<file path="config.mk">
export PLATFORM = sky130hd
export DESIGN_NAME = mem_port_arbiter
export DESIGN_NICKNAME = d
export VERILOG_FILES = /design/src/rtl/mem_port_arbiter.sv
export SDC_FILE = /design/constraint.sdc
export NUM_CORES = 1
export LEC_CHECK = 0
export ABC_AREA = 1
export CELL_PAD_IN_SITES_DETAIL_PLACEMENT = 0
export CELL_PAD_IN_SITES_GLOBAL_PLACEMENT = 2
export CORE_ASPECT_RATIO = 1.5
export CORE_MARGIN = 4
export CORE_UTILIZATION = 25
export CTS_CLUSTER_DIAMETER = 60
export CTS_CLUSTER_SIZE = 40
export DETAILED_ROUTE_END_ITERATION = 8
export GPL_ROUTABILITY_DRIVEN = 0
export MAX_ROUTING_LAYER = met4
export PLACE_DENSITY = 0.88
export SYNTH_ARGS = -nofsm -noshare
export SYNTH_HDL_FRONTEND = slang
export SYNTH_SLANG_ARGS = --single-unit
</file>
<file path="constraint.sdc">
create_clock -name clk_i -period 2.42 [get_ports clk_i]
set_input_delay 0.484 -clock clk_i [delete_from_list [all_inputs] [get_ports clk_i]]
set_output_delay 0.484 -clock clk_i [all_outputs]
set_load 0.02 [all_outputs]
</file>
<file path="src/rtl/mem_port_arbiter.sv">
// mem_port_arbiter: one unified single-port memory shared by instruction fetch (IF) and the
// MEM-stage load/store path (LS). One access is in flight at a time against a fixed-latency
// memory. LS wins contested grants, except that IF is forced through after STARVE_MAX
// consecutive contested LS wins. A fetch can be killed in flight by if_flush_i.
//
// Ports:
//   clk_i, rst_ni              clock (rising edge), asynchronous active-low reset
//   if_req_i/if_addr_i         fetch request (level) and address
//   if_flush_i                 kill the current/in-flight fetch (one-cycle pulse)
//   if_valid_o/if_rdata_o      fetch completion pulse and instruction
//   ls_req_i/ls_we_i           load/store request (level), 1 = store
//   ls_addr_i/ls_wdata_i       data address and store data
//   ls_valid_o/ls_rdata_o      load/store completion pulse and load data
//   stall_f_o/stall_m_o        combinational stalls for the hazard unit
//   mem_en_o/mem_we_o          one-cycle access strobe and write enable
//   mem_addr_o/mem_wdata_o     access address and write data (held after mem_en_o falls)
//   mem_rdata_i                read data, valid MEM_LAT cycles after the mem_en_o cycle
module mem_port_arbiter #(
  parameter int unsigned MEM_LAT    = 2,
  parameter int unsigned STARVE_MAX = 4
) (
  input  logic        clk_i,
  input  logic        rst_ni,
  input  logic        if_req_i,
  input  logic [31:0] if_addr_i,
  input  logic        if_flush_i,
  output logic        if_valid_o,
  output logic [31:0] if_rdata_o,
  input  logic        ls_req_i,
  input  logic        ls_we_i,
  input  logic [31:0] ls_addr_i,
  input  logic [31:0] ls_wdata_i,
  output logic        ls_valid_o,
  output logic [31:0] ls_rdata_o,
  output logic        stall_f_o,
  output logic        stall_m_o,
  output logic        mem_en_o,
  output logic        mem_we_o,
  output logic [31:0] mem_addr_o,
  output logic [31:0] mem_wdata_o,
  input  logic [31:0] mem_rdata_i
);

  localparam int unsigned CntW    = $clog2(MEM_LAT + 1);
  localparam int unsigned StarveW = (STARVE_MAX > 0) ? $clog2(STARVE_MAX + 1) : 1;

  typedef enum logic [0:0] {StIdle, StWait} state_e;
  typedef enum logic [0:0] {OwnIf, OwnLs} owner_e;

  state_e              state_q;
  owner_e              owner_q;
  logic [CntW-1:0]     cnt_q;
  logic [StarveW-1:0]  starve_q;
  logic                kill_q;
  logic                mem_en_q, mem_we_q;
  logic [31:0]         mem_addr_q, mem_wdata_q;
  logic                if_valid_q, ls_valid_q;
  logic [31:0]         if_rdata_q, ls_rdata_q;

  logic if_elig, ls_elig, starve_hit, grant_ls, grant_if;

  // A port whose valid is high this cycle still presents its old request, so it is skipped.
  always_comb begin
    if_elig    = if_req_i & ~if_flush_i & ~if_valid_q;
    ls_elig    = ls_req_i & ~ls_valid_q;
    starve_hit = (STARVE_MAX != 0) && (starve_q == StarveW'(STARVE_MAX));
    grant_ls   = ls_elig & ~(if_elig & starve_hit);
    grant_if   = if_elig & ~grant_ls;
  end

  always_ff @(posedge clk_i or negedge rst_ni) begin
    if (!rst_ni) begin
      state_q     <= StIdle;
      owner_q     <= OwnIf;
      cnt_q       <= '0;
      starve_q    <= '0;
      kill_q      <= 1'b0;
      mem_en_q    <= 1'b0;
      mem_we_q    <= 1'b0;
      mem_addr_q  <= '0;
      mem_wdata_q <= '0;
      if_valid_q  <= 1'b0;
      ls_valid_q  <= 1'b0;
      if_rdata_q  <= '0;
      ls_rdata_q  <= '0;
    end else begin
      mem_en_q   <= 1'b0;
      if_valid_q <= 1'b0;
      ls_valid_q <= 1'b0;
      unique case (state_q)
        StIdle: begin
          if (grant_ls) begin
            mem_en_q    <= 1'b1;
            mem_we_q    <= ls_we_i;
            mem_addr_q  <= ls_addr_i;
            mem_wdata_q <= ls_wdata_i;
            owner_q     <= OwnLs;
            cnt_q       <= CntW'(MEM_LAT);
            state_q     <= StWait;
            // Saturate so strict priority (STARVE_MAX = 0) cannot wrap the counter.
            if (if_elig && (starve_q != StarveW'(STARVE_MAX))) begin
              starve_q <= starve_q + 1'b1;
            end
          end else if (grant_if) begin
            mem_en_q   <= 1'b1;
            mem_we_q   <= 1'b0;
            mem_addr_q <= if_addr_i;
            owner_q    <= OwnIf;
            cnt_q      <= CntW'(MEM_LAT);
            state_q    <= StWait;
            starve_q   <= '0;
          end
        end
        StWait: begin
          if (cnt_q == '0) begin
            state_q <= StIdle;
            kill_q  <= 1'b0;
            if (owner_q == OwnLs) begin
              ls_valid_q <= 1'b1;
              if (!mem_we_q) ls_rdata_q <= mem_rdata_i;
            end else if (!kill_q && !if_flush_i) begin
              // A flush landing on the completion cycle also suppresses the fetch.
              if_valid_q <= 1'b1;
              if_rdata_q <= mem_rdata_i;
            end
          end else begin
            cnt_q <= cnt_q - 1'b1;
            if ((owner_q == OwnIf) && if_flush_i) kill_q <= 1'b1;
          end
        end
        default: state_q <= StIdle;
      endcase
    end
  end

  assign stall_f_o   = if_req_i & ~if_valid_q;
  assign stall_m_o   = ls_req_i & ~ls_valid_q;
  assign if_valid_o  = if_valid_q;
  assign if_rdata_o  = if_rdata_q;
  assign ls_valid_o  = ls_valid_q;
  assign ls_rdata_o  = ls_rdata_q;
  assign mem_en_o    = mem_en_q;
  assign mem_we_o    = mem_we_q;
  assign mem_addr_o  = mem_addr_q;
  assign mem_wdata_o = mem_wdata_q;

endmodule

</file>
==> metrics.md, run 1 <==
| Metric | Value |
|---|---|
| Status | `completed` |
| Synth Net Count | `about 850` |
| Die width | `about 140 um` |
| # clock sinks | `140` |
| Total GRT Usage | `between 10% and 20%` |
| DRT antenna net count | `0` |
| Nets | `approximately 1,100` |
| Die area | `roughly 28,000 um2` |
| Pin count of the biggest net entering global routing | `65` |
| Crit end category | `primary output` |
| DP Cell Count | `1,279` |
| Crit-path max cell delay | `roughly 660 ps` |
| CP dominant cell by count | `clkdlybuf4s50_1` |
| Area delta synth->final | `57.39%` |
| Crit Reg-Reg Startpoint | `if_valid_o$_DFF_PN0_` |
| Worst Setup Slack, final | `about 150 ps` |
| Vias in the first global route | `about 5,400` |
| I/O Pins | `~270` |
| Core Region | `between 20,000 and 25,000 um2` |
| Reg-to-reg endpoint | `mem_addr_o[27]$_DFFE_PN0P_` |
| Crit path cell chain | `clkdlybuf4s50_1, inv_2, nor2_4, clkdlybuf4s50_1` |
| Antenna violations before repair | `1` |
| Final Skew | `9.345 ps` |
| Slew headroom | `between 20% and 30%` |
| GR Overflow Total | `0` |
| Switching share of total power | `about 38%` |
| Leak | `about 0.0049 uW` |
| Total of max-cap violations | `0` |
| PD cells | `about 1300 nW/um2` |
| RSZ-0062 raised after global routing | `false` |
| Non-filler cells, final | `approximately 1,300` |
| Clock Latency Late Sink | `about 420 ps` |
| Initial Utilization | `around a quarter` |
| Die Span Y | `about 200 um` |
| Row cnt | `70` |
| Slowest-stage cell, CP | `clkdlybuf4s50_1` |
| Hold path start | `mem_wdata_o[28]$_DFFE_PN0P_` |
| Mapped cell area | `6255 um2` |
| Drt pass-1 iters | `4` |
| Post-layout util | `between 40% and 50%` |
| Synth Instances | `around 720` |
| Psw | `just over 5000 uW` |
| Layout cells sized above 1 | `7.194%` |
| Syn_area_per_cell | `around 9 um2` |
| Worst Path Required | `slightly below 2000 ps` |
| CTS resizes | `0` |
| Vias | `5,422` |
| Logic gate share of total power | `about 46%` |
| Critical Setup Path Class | `in -> out` |
| FF-to-FF path depth | `4` |
| Internal reg-to-reg setup slack | `~600 ps` |
| Worst slew pin tran | `roughly 1100 ps` |
| Worst-path clk slew | `roughly 50 ps` |
| Hold Path Stages | `2` |
| Worst-case clock buffer depth | `2` |
| Critical path arrival | `around 1800 ps` |
| First-pass GRT wire length | `30,550 um` |
| Synth top area share | `roughly 56%` |
| Nature of the critical path startpoint | `input port` |
| CTS Buf Count | `17` |
| Via-to-Cell Ratio | `approximately 4.1` |
| Residual DRC | `0` |
| Reg power frac | `31.3%` |
| TritonCTS clock tree | `built` |
| WL/cell | `~15 um` |
| PortBufs | `267` |
| Int Power | `slightly above 8000 uW` |
| WHS Endpoint | `mem_wdata_o[28]$_DFFE_PN0P_` |
| Max frequency | `approximately 440 MHz` |
| Final Slew Violations | `0` |
| Clock Power Share | `roughly 22%` |
| Fillers | `approximately 2,500` |
| Pre-CTS setup slack | `-16.44 ps` |
| Design Power | `about 13,000 uW` |
| H-tree levels | `4` |
| Synth cell types | `27` |
| Sequential share of the synthesized area | `a little under three fifths` |
| Synthesized flop and latch total | `140` |
| Worst min-delay path class | `reg -> reg` |
| Top cells by area, synth | `dfrtp_1 56%, nand2_1 14%, nand3_1 7.3%` |
| CTS root buffer | `clkbuf_16` |
| Max VDD drop | `~0.00066 V` |
| Crit-path max FO | `2` |
| Synth Warn # | `0` |
| Final period utilization | `a little over nine tenths` |
| Tmin final | `~2300 ps` |
| Yosys top cell by area | `dfrtp_1` |
| Final setup vio count | `0` |
| DR iter-0 viols | `188` |
| Hold Vio Cnt, Final | `0` |
| Post-Route WL | `around 20,000 um` |
| Post-DP HPWL | `about 14,000 um` |
state kept, by name (all words and copies together), names as in the netlist:
register / cells
mem_en_o: 1
ls_valid_o: 1
starve_q: 3
if_rdata_o: 32
mem_we_o: 1
state_q: 1
kill_q: 1
owner_q: 1
mem_wdata_o: 32
if_valid_o: 1
ls_rdata_o: 32
cnt_q: 2
mem_addr_o: 32
worst max-delay path: cells and delay by family:
kind	cells	cell delay, ps
and+or+nand+nor	1	100
buffers and inverters	3	1200
cells by family (layout without fill, tap and decap cells):
logic type                 Yosys count  count (layout)  synth area share, %
AOI/OAI and AO/OA                   71              71                5.881
xor gates and xnor gates             1               1               0.1401
adders and majority gates            3               3               0.6002
buffers and inverters              150             422                11.48
DFF                                140             140                56.01
other                                0               1                    0
and+or+nand+nor                    350             350                25.89
cell usage after synthesis:
cell / count
nand3_4: 1
o21ai_4: 1
buf_4: 5
nor2_8: 2
o21ai_1: 31
nand2_1: 233
nand3_2: 10
o21ai_0: 37
buf_6: 15
inv_2: 3
o22ai_1: 1
ha_1: 3
nor2_4: 3
buf_2: 14
a21oi_1: 1
nand2_4: 5
xor2_1: 1
inv_1: 107
nand3b_4: 1
clkbuf_2: 1
inv_6: 1
nor2_1: 1
nand3_1: 91
nand4_1: 2
nor3_1: 1
clkbuf_1: 4
dfrtp_1: 140
layout make-up:
class	count	area [um2]	share of cell area, %
sequential	140	3503	35.59
timing repair buffer	280	2811	28.56
multi-input combinational	425	2038	20.70
clock buffer	19	442.9	4.499
inverter	111	421.7	4.283
tap	324	405.4	4.118
clock inverter	12	219.0	2.224
antenna	1	2.502	0.02542
through the flow:
| step | hold WS [ps] | cell area (um2) | setup TNS (ps) |
|---|---|---|---|
| 4_1_cts | 471.9 | 9842 | 0 |
| 3_3_place_gp | 453.2 | 9170 | 0 |
| 5_1_grt | 491.8 | 9844 | 0 |
| 6_report | 467.2 | 9844 | 0 |
| 2_1_floorplan | 188.4 | 6255 | 0 |
| 3_5_place_dp | 457.2 | 9170 | -74.00 |
per-layer routing:
| metal | share of wire (%) | GRT usage, % | up-vias |
|---|---|---|---|
| li1 | - | - | 2723 |
| met1 | 41 | 17.61 | 2500 |
| met2 | 49 | 23.16 | 183 |
| met3 | 8.0 | 5.303 | 16 |
| met4 | 1.4 | 4.244 | 0 |
| met5 | 0 | - | - |
power groups by stage:
stage | registers (uW) | clock network, uW | logic (uW)
finish | 4150 | 2960 | 6140
global route | 4320 | 3170 | 6700
CTS | 4170 | 3070 | 6260
detailed placement | 4180 | 0 | 6250
global placement | 4150 | 0 | 6220
floorplan | 5440 | 0 | 1920
cells in the final DEF, fill, tap and decap left out, types with 9 or more instances in the layout:
cell type	n
buf_4	9
clkbuf_16	17
clkdlybuf4s50_1	266
dfrtp_1	140
inv_1	107
nand2_1	233
nand3_1	90
nand3_2	11
o21ai_0	37
o21ai_1	31
what timing repair did:
item / CTS / global route
setup buffers: 0 / 0
endpoints found under the hold margin: 2 / 0
hold buffers: 1 / 0
how the worst max path moves through the flow:
| stage | start | end | slack, ps | cells after the start |
|---|---|---|---|---|
| 6_report | if_req_i | stall_f_o | 150 | 4 |
| 5_1_grt | if_req_i | stall_f_o | 100 | 4 |
| 4_1_cts | if_req_i | stall_f_o | 130 | 4 |
| 3_5_place_dp | if_req_i | mem_we_o$_DFFE_PN0P_ | -20 | 5 |
| 3_3_place_gp | if_req_i | mem_we_o$_DFFE_PN0P_ | 6 | 5 |
| 2_1_floorplan | ls_req_i | stall_m_o | 960 | 3 |
Note: power is estimated with default switching activity, not from simulation.
==> inputs of run 2 (changes only) <==
SETUP_SLACK_MARGIN = 0.02   (was not set)
==> results of run 2 <==
No change in the layout: final DEF, timing and power equal those of run 1.
==> inputs of run 3 (changes only) <==
DONT_BUFFER_PORTS = 1   (was not set)
GPL_ROUTABILITY_DRIVEN = not set   (was 0)
PLACE_DENSITY = 0.63   (was 0.88)
==> metrics.md, run 3 (same netlist as run 1, synthesis figures left out) <==
| Metric | Value |
|---|---|
| Worst Path Required | `1940 ps (about the same)` |
| Internal reg-to-reg setup slack | `570 ps (-30 ps)` |
| Total GRT Usage | `13.41% (-1.3 points)` |
| Critical Setup Path Class | `reg -> out` |
| Post-layout util | `28.94% (-11 points)` |
| Crit-path max FO | `36 (+34)` |
| Worst slew pin tran | `624.4 ps (-461.7 ps)` |
| H-tree levels | `4 (unchanged)` |
| Setup TNS | `0 ps (unchanged)` |
| Final Slew Violations | `0 (unchanged)` |
| Worst-case clock buffer depth | `2 (unchanged)` |
| Hold Vio Cnt, Final | `140 (+140)` |
| Antenna violations before repair | `0 (-1)` |
| Worst min-delay path class | `in -> async` |
| DRT antenna net count | `0 (unchanged)` |
| Buf+Inv Stages, Crit Path | `1 (-2)` |
| Antenna Cells | `0 (-1)` |
| Pin count of the biggest net entering global routing | `141 (+120%)` |
| Commonest non-fill, non-tap cell in the layout | `nand2_1` |
| PD cells | `1533 nW/um2 (+14%)` |
| Core Region | `24,520 um2 (unchanged)` |
| Drt pass-1 iters | `4 (unchanged)` |
| Nature of the critical path startpoint | `register` |
| First-pass GRT wire length | `27,790 um (-9.1%)` |
| Placer Congestion | `0.7538` |
| Nets | `840 (-24%)` |
| Worst Setup Slack, final | `387.9 ps (+240.6 ps)` |
| Slowest-stage cell, CP | `dfrtp_1` |
| Crit path cell chain | `nor2_8, buf_4` |
| Crit-path max cell delay | `510 ps (-150 ps)` |
| Postcts setup bufs | `0 (unchanged)` |
| Vias in the first global route | `4,807 (-12%)` |
| Max frequency | `492.1 MHz (+12%)` |
| Slew headroom | `58.38% (+31 points)` |
| Status | `finished, violations left` |
| TritonCTS clock tree | `built` |
| Final setup vio count | `0 (unchanged)` |
| Layout cells sized above 1 | `9.358% (+2.2 points)` |
| Initial Utilization | `25.51% (unchanged)` |
| Vias | `4,592 (-15%)` |
| Failing checks | `negative hold slack` |
| WL/cell | `17.05 um (+14%)` |
| Leak | `0.003787 uW (-22%)` |
| Worst-path clk slew | `60 ps (about the same)` |
| Clock Latency Late Sink | `420 ps (about the same)` |
| CTS resizes | `0 (unchanged)` |
| Die Span Y | `201.7 um (unchanged)` |
| DP Cell Count | `1,008 (-21%)` |
| Pre-CTS setup slack | `560.4 ps (+576.8 ps)` |
| # clock sinks | `140 (unchanged)` |
| Design area | `7097 um2 (-28%)` |
| Max VDD drop | `0.0006101 V (-8.2%)` |
| I/O Pins | `268 (unchanged)` |
| DR iter-0 viols | `180 (-4.3%)` |
| Crit end category | `primary output` |
| Final Skew | `5.924 ps (-3.421 ps)` |
| Post-Route WL | `17,740 um (-9.5%)` |
| Top Family by Delay on Critical Path | `flip-flops` |
| PortBufs | `0 (-100%)` |
| Final period utilization | `83.97% (-9.9 points)` |
| Post-DP Area | `6441 um2 (-30%)` |
| Critical path arrival | `1550 ps (-240 ps)` |
| CTS Buf Count | `17 (unchanged)` |
| Row cnt | `70 (unchanged)` |
| Via-to-Cell Ratio | `4.415 (+6.8%)` |
| Tmin final | `2032 ps (-240.6 ps)` |
| Post-DP HPWL | `12,470 um (-9.4%)` |
| GR Overflow Total | `0 (unchanged)` |
| Non-filler cells, final | `1,040 (-21%)` |
| Die area | `27,670 um2 (unchanged)` |
| Most frequent cells in the layout | `233 x nand2_1, 140 x dfrtp_1, 107 x inv_1` |
| Fillers | `2,666 (+6.7%)` |
| CTS root buffer | `clkbuf_16` |
| Residual DRC | `0 (unchanged)` |
| Total of max-cap violations | `0 (unchanged)` |
| Area delta synth->final | `13.46%` |
| WHS | `-242.0 ps (-709.1 ps)` |
| Die width | `137.2 um (unchanged)` |
| RSZ-0062 raised after global routing | `false` |
## run 3: cell count changes in the layout (fill, tap and decap cells not counted)
cell	previous run	this run
clkdlybuf4s50_1	266	0
buf_12	3	1
buf_4	9	7
clkinv_2	3	1
inv_6	1	3
buf_6	1	0
bufinv_16	6	5
clkinv_4	1	2
clkinvlp_4	2	3
diode_2	1	0
dlygate4sd3_1	1	0
## run 3: power by group
part | internal (uW) | switching (uW) | leakage [uW] | total (uW)
registers | 3490 | 2330 | 0.00173 | 5820
logic | 792 | 1350 | 0.00174 | 2150
clock network | 1860 | 1050 | 0.000310 | 2920
## run 3: layout make-up
| cell class | instances | area (um2) | share of cell area [%] |
|---|---|---|---|
| sequential | 140 | 3503 | 49.37 |
| multi-input combinational | 425 | 2038 | 28.72 |
| clock buffer | 19 | 442.9 | 6.241 |
| inverter | 111 | 421.7 | 5.941 |
| tap | 324 | 405.4 | 5.712 |
| clock inverter | 13 | 212.7 | 2.997 |
| timing repair buffer | 8 | 72.57 | 1.023 |
## run 3: worst paths after layout
| check | startpoint | to | cells past startpoint |
|---|---|---|---|
| worst min register to register | cnt_q[0]$_DFFE_PN0P_ | cnt_q[0]$_DFFE_PN0P_ | 2 |
| worst min-delay path | rst_ni | mem_addr_o[17]$_DFFE_PN0P_ | 0 |
| worst max-delay path | ls_valid_o$_DFF_PN0_ | stall_m_o | 2 |
| max in group asynchronous | rst_ni | if_rdata_o[10]$_DFFE_PN0P_ | 0 |
| worst max register to register | ls_valid_o$_DFF_PN0_ | mem_addr_o[31]$_DFFE_PN0P_ | 6 |
| min in group clk_i | ls_wdata_i[22] | mem_wdata_o[22]$_DFFE_PN0P_ | 2 |
## run 3: layer usage
metal | global-route usage [%] | up-vias | share of wire (%)
met5 | - | - | 0
met1 | 15.31 | 2171 | 40
met2 | 20.07 | 218 | 47
met4 | 5.456 | 0 | 2.3
met3 | 6.503 | 23 | 12
li1 | - | 2180 | -
## run 3: worst register-to-register path, cell delays in order, from the launching register on
cell	delay, ps
dfrtp_1	510
nor2_8	180
buf_4	420
nand2_4	350
nand2_1	160
nand3_1	80
nand2_1	90
## run 3: per-stage QoR
stage	total power [uW]	hold slack, ps
after floorplan	7359	188.4
after global placement	7989	191.8
after detailed placement	8093	192.5
after CTS	11090	-274.4
after global routing	11670	-277.7
final	10880	-242.0
